==> config.mk <==
export PLATFORM = sky130hd
export DESIGN_NAME = tx_engine
export DESIGN_NICKNAME = d
export VERILOG_FILES = /design/src/rtl/tx_engine.sv
export SDC_FILE = /design/constraint.sdc
export NUM_CORES = 1
export LEC_CHECK = 0
export CAP_MARGIN = 10
export CORE_ASPECT_RATIO = 1.25
export CORE_MARGIN = 2
export CORE_UTILIZATION = 51
export DETAILED_ROUTE_END_ITERATION = 8
export GPL_TIMING_DRIVEN = 0
export PLACE_DENSITY_LB_ADDON = 0.25
export SLEW_MARGIN = 20
export SYNTH_ARGS = -nofsm -noshare
export SYNTH_HDL_FRONTEND = slang
export SYNTH_SLANG_ARGS = --single-unit
==> constraint.sdc <==
create_clock -name clk_i -period 2.4 [get_ports clk_i]
set_clock_uncertainty 0.1 [all_clocks]
set_input_delay 0.48 -clock clk_i [delete_from_list [all_inputs] [get_ports clk_i]]
set_output_delay 0.48 -clock clk_i [all_outputs]
set_load 0.02 [all_outputs]
==> src/rtl/tx_engine.sv <==
// tx_engine: UART 8N1 transmit engine, LSB first, OSR ticks per bit.
// Define UART_TX_PARITY_EN to insert an even-parity bit before STOP.
module tx_engine #(
  parameter int OSR = 16
) (
  input  logic       clk_i,
  input  logic       reset_i,
  input  logic       osr_tick_i,
  input  logic [7:0] tx_fifo_data_i,
  input  logic       tx_fifo_empty_i,
  output logic       tx_fifo_ren_o,
  input  logic       tx_en_i,
  output logic       transmit_bit_o,
  output logic       tx_busy_o
);
  localparam int TW = $clog2(OSR);
  localparam logic [TW-1:0] TMAX = TW'(OSR - 1);
`ifdef UART_TX_PARITY_EN
  typedef enum logic [2:0] {IDLE, START, DATA, PARITY, STOP} state_t;
  logic par_q, par_d;
`else
  typedef enum logic [2:0] {IDLE, START, DATA, STOP} state_t;
`endif
  state_t state_q, state_d;
  logic [TW-1:0] tick_q, tick_d;
  logic [2:0] bit_q, bit_d;
  logic [7:0] shift_q, shift_d;
  logic line_q, line_d, busy_q, busy_d, last;
  assign last = osr_tick_i && tick_q == TMAX;
  assign transmit_bit_o = line_q;
  assign tx_busy_o = busy_q;
  always_comb begin
    state_d = state_q;
    tick_d = tick_q;
    bit_d = bit_q;
    shift_d = shift_q;
    tx_fifo_ren_o = 1'b0;
`ifdef UART_TX_PARITY_EN
    par_d = par_q;
`endif
    if (state_q == IDLE) begin
      tick_d = '0;
      bit_d = '0;
      if (tx_en_i && !tx_fifo_empty_i && !reset_i) begin
        tx_fifo_ren_o = 1'b1;
        shift_d = tx_fifo_data_i;
        state_d = START;
`ifdef UART_TX_PARITY_EN
        par_d = ^tx_fifo_data_i;
`endif
      end
    end else if (osr_tick_i) begin
      tick_d = last ? '0 : tick_q + 1'b1;
    end
    if (last) begin
      case (state_q)
        START: state_d = DATA;
        DATA: begin
          bit_d = bit_q + 3'd1;
          shift_d = shift_q >> 1;
`ifdef UART_TX_PARITY_EN
          if (bit_q == 3'd7) state_d = PARITY;
`else
          if (bit_q == 3'd7) state_d = STOP;
`endif
        end
`ifdef UART_TX_PARITY_EN
        PARITY: state_d = STOP;
`endif
        STOP: state_d = IDLE;
        default: ;
      endcase
    end
    // line is registered from the next state so it changes on the bit-ending edge
`ifdef UART_TX_PARITY_EN
    line_d = state_d == START ? 1'b0 : state_d == DATA ? shift_d[0] : state_d == PARITY ? par_q : 1'b1;
`else
    line_d = state_d == START ? 1'b0 : state_d == DATA ? shift_d[0] : 1'b1;
`endif
    busy_d = state_d != IDLE;
  end
  always_ff @(posedge clk_i) begin
    if (reset_i) begin
      state_q <= IDLE;
      tick_q <= '0;
      bit_q <= '0;
      shift_q <= '0;
      line_q <= 1'b1;
      busy_q <= 1'b0;
`ifdef UART_TX_PARITY_EN
      par_q <= 1'b0;
`endif
    end else begin
      state_q <= state_d;
      tick_q <= tick_d;
      bit_q <= bit_d;
      shift_q <= shift_d;
      line_q <= line_d;
      busy_q <= busy_d;
`ifdef UART_TX_PARITY_EN
      par_q <= par_d;
`endif
    end
  end
endmodule

==> qor.json <==
{
  "run_status": {
    "status": "finished clean"
  },
  "routing": {
    "dr.pass1.iters": 4,
    "vias_per_cell": 5.79,
    "drt_drc_violations_left": 0,
    "ant_nets": 0,
    "postRouteWirelength_um": 1920,
    "route.detailed.wl_per_inst_um": 13.4,
    "detailroute.via_count": 828,
    "detailedRoute.firstIterationViolations": 12
  },
  "clocking": {
    "clock_insertion_delay_worst_skew_ns": 0.30,
    "clock_pin_slew_on_the_worst_setup_and_hold_paths_ns": 0.10,
    "numCtsBuffers": 3,
    "clock_tree.root_cell": "sky130_fd_sc_hd__clkbuf_4",
    "tritoncts_clock_tree": "done",
    "max-clock-path-buffers": 2,
    "clock_sink_count": 20,
    "cts-htree-levels": 1
  },
  "critical_path": {
    "worst_setup_path_startpoint": "reset_i",
    "cp.buffers_inverters": 3,
    "worst-r2r-setup-slack_ns": 0.53,
    "crit_fanout": 8,
    "worstPathArrival_ns": 1.67,
    "critPathMaxStageDelay_ns": 0.51,
    "timing.critical_path.cells": "clkdlybuf4s50_1 > nor3b_4 > nand2_4 > inv_1 > clkbuf_2",
    "critPathSlowestCell": "sky130_fd_sc_hd__clkdlybuf4s50_1",
    "worstSetupPathDepth": 5,
    "worstPathRequired_ns": 1.82,
    "cpLargestDelayFamily": "buffers and inverters",
    "start_kind": "input pin",
    "timing.reg2reg.worst_path_depth": 7,
    "r2r-start": "tick_q[0]$_SDFFE_PP0P_",
    "worstSetupPathType": "input pin to output port",
    "r2r-end": "shift_q[6]$_SDFF_PP0_",
    "worstSetupEndpoint": "tx_fifo_ren_o",
    "end_kind": "output port"
  },
  "pwr": {
    "power.switching_fraction": 0.236,
    "switching_power_summed_over_all_nets_uw": 136,
    "internal-power_uw": 438,
    "peakVddDrop_v": 0.000352,
    "combinational_group_share_of_total_power": 0.127,
    "clkPwrFrac": 0.274,
    "power.density_cell_area_mw_per_mm2": 461,
    "leakage_uw": 0.000529,
    "register_share_of_total_power": 0.599,
    "total_power_uw": 574
  },
  "layout": {
    "antennaDiodeCount": 0,
    "area.sequential_um2": 400,
    "layout-area-overhead-vs-synth_pct": 20.8,
    "drive_above_1_share": 0.220,
    "number_of_fill_cells": 167,
    "layout.cells.non_filler": 143,
    "multi_input_area_um2": 578,
    "layout.cell_area.non_filler_mm2": 0.00124,
    "final_nets": 141
  },
  "die": {
    "io_pins": 16,
    "overall_die_height_um": 54.2,
    "die-area_mm2": 0.00240,
    "fp_rows": 18,
    "die_width_um": 44.2,
    "fp.coreArea_mm2": 0.00194,
    "starting_density_of_the_core": 0.532
  },
  "worst_hold_path": {
    "hold_class": "register to register"
  },
  "global_route": {
    "pin_count_of_the_biggest_net_entering_global_routing": 11,
    "grt_overflow": 0,
    "grt_first_pass_wirelength_um": 3190,
    "globalRouteTotalUtil": 0.185,
    "grt_antenna_before_repair": 0,
    "number_of_global_route_vias_before_repair": 763
  },
  "logic_synthesis": {
    "syn_nets": 120,
    "netlist_area_mm2": 0.00103,
    "synth.top_cells.by_count": "sky130_fd_sc_hd__dfxtp_1, sky130_fd_sc_hd__nor2_1, sky130_fd_sc_hd__a21oi_1, sky130_fd_sc_hd__mux2i_1",
    "synthDominantCellAreaShare": 0.389,
    "postSynth.asyncResetShare": 0,
    "syn-instance-count": 104,
    "yosysWarnings": 0,
    "ys_dominant_reg_cell": "sky130_fd_sc_hd__dfxtp_1",
    "netlist.top_cell.by_area": "sky130_fd_sc_hd__dfxtp_1",
    "yosysSeqAreaShare": 0.389,
    "synthDistinctLibCells": 38,
    "synth_most_common_cell": "sky130_fd_sc_hd__dfxtp_1",
    "synth-edff-count": 0,
    "yosys_register_bits": 20,
    "synthesized_area_divided_by_synthesized_cell_count_um2": 9.90,
    "synth.top_cells.by_area": "sky130_fd_sc_hd__dfxtp_1, sky130_fd_sc_hd__mux2i_1, sky130_fd_sc_hd__a211oi_2"
  },
  "placed_design": {
    "place.gp.congestion": 0.824,
    "place_area_mm2": 0.00119,
    "dp_hpwl_um": 1420,
    "io_buffer_count": 14,
    "post-place-cells": 138
  },
  "job": {
    "number_of_violations_of_the_max_capacitance_limit": 0
  },
  "timing": {
    "worst-slew-pin-transition_ns": 0.515,
    "fin_hold_ws_ns": 0.383,
    "final.min_clock_period_ns": 2.25,
    "post-route-period-util": 0.939,
    "grt_setup_unrepaired": "no",
    "max-slew-margin-rel": 0.657,
    "fmaxAchievable_mhz": 444,
    "report.final.hold_viol_count": 0,
    "drv_slew": 0,
    "timing.final.setup_violations": 0
  }
}
==> registers in the layout, summed over array words and instances (netlist names) <==
name	flops
state_q	3
tick_q	4
bit_q	3
tx_busy_o	1
transmit_bit_o	1
shift_q	8
==> final cells by class <==
class	count	share of cell area
Buffer	8	0.0453
Clock buffer	3	0.0181
Inverter	3	0.00905
Multi-Input combinational cell	73	0.465
Sequential cell	20	0.322
Tap cell	20	0.0201
Timing Repair Buffer	16	0.121
==> worst min-delay path by stage <==
stage	startpoint	endpoint	slack, ns	depth (start not counted)
4_1_cts	bit_q[1]$_SDFF_PP0_	bit_q[1]$_SDFF_PP0_	0.39	2
6_report	bit_q[2]$_SDFF_PP0_	bit_q[2]$_SDFF_PP0_	0.38	2
3_5_place_dp	bit_q[1]$_SDFF_PP0_	bit_q[1]$_SDFF_PP0_	0.37	2
2_1_floorplan	bit_q[1]$_SDFF_PP0_	bit_q[1]$_SDFF_PP0_	0.35	2
5_1_grt	bit_q[1]$_SDFF_PP0_	bit_q[1]$_SDFF_PP0_	0.41	2
3_3_place_gp	bit_q[1]$_SDFF_PP0_	bit_q[1]$_SDFF_PP0_	0.36	2
==> power by group through the flow <==
stage / combinational, µW / sequential (µW) / clock, µW
detailed placement: 69.0 / 351 / 0
finish: 72.9 / 344 / 157
CTS: 72.6 / 344 / 164
floorplan: 37.2 / 353 / 0
global route: 78.6 / 345 / 171
global placement: 67.7 / 351 / 0
==> cell families (layout without fill, tap and decap cells) <==
family / count (synthesis) / in the layout / share of synthesized area
compound gates: 21 / 21 / 0.190
fa+ha+maj: 3 / 3 / 0.0365
xor+xnor: 2 / 2 / 0.0170
buf+inv: 11 / 30 / 0.0656
mux: 9 / 9 / 0.0887
flops: 20 / 20 / 0.389
simple gates: 38 / 38 / 0.214
==> metrics by stage <==
stage | utilization | worst slack (ns) | TNS [ns]
after floorplan | - | 0.549 | 0
after global placement | 0.617 | -0.633 | -0.633
after detailed placement | 0.617 | -0.618 | -0.618
after CTS | 0.641 | 0.000839 | 0
after global routing | 0.642 | 0.0785 | 0
final | 0.642 | 0.147 | 0
==> worst reg2reg max path, cell delays in order (launching register included) <==
cell and delay (ns):
sky130_fd_sc_hd__dfxtp_1 0.41, sky130_fd_sc_hd__ha_1 0.27, sky130_fd_sc_hd__nand4_2 0.16, sky130_fd_sc_hd__or3_1 0.34, sky130_fd_sc_hd__buf_6 0.15, sky130_fd_sc_hd__buf_8 0.14, sky130_fd_sc_hd__nor2_1 0.11, sky130_fd_sc_hd__a211oi_2 0.06
==> what timing repair did <==
item,4_1_cts,5_1_grt
buffers inserted,1,1
hold buffers,0,0
gates resized for setup,5,1
pin swaps,1,1
cloned,0,0
setup endpoints to repair,1,1
==> cells in the final DEF, fill, tap and decap left out, types with 5 or more instances in the layout <==
cell type                         count
sky130_fd_sc_hd__a211oi_2             6
sky130_fd_sc_hd__a21oi_1              8
sky130_fd_sc_hd__clkdlybuf4s50_1     13
sky130_fd_sc_hd__dfxtp_1             20
sky130_fd_sc_hd__mux2i_1              8
sky130_fd_sc_hd__nand3_1              5
sky130_fd_sc_hd__nor2_1              10
sky130_fd_sc_hd__nor3_1               6
==> layer usage <==
layer | share of wire | wire (µm) | GRT usage | up-vias
met5 | 0 | 0 | 0 | -
met4 | 0.017 | 33 | 0.111 | 0
met3 | 0.042 | 80 | 0.0462 | 4
met2 | 0.51 | 984 | 0.324 | 19
met1 | 0.43 | 817 | 0.201 | 384
li1 | - | - | - | 421
(Power assumes the default switching activity.)
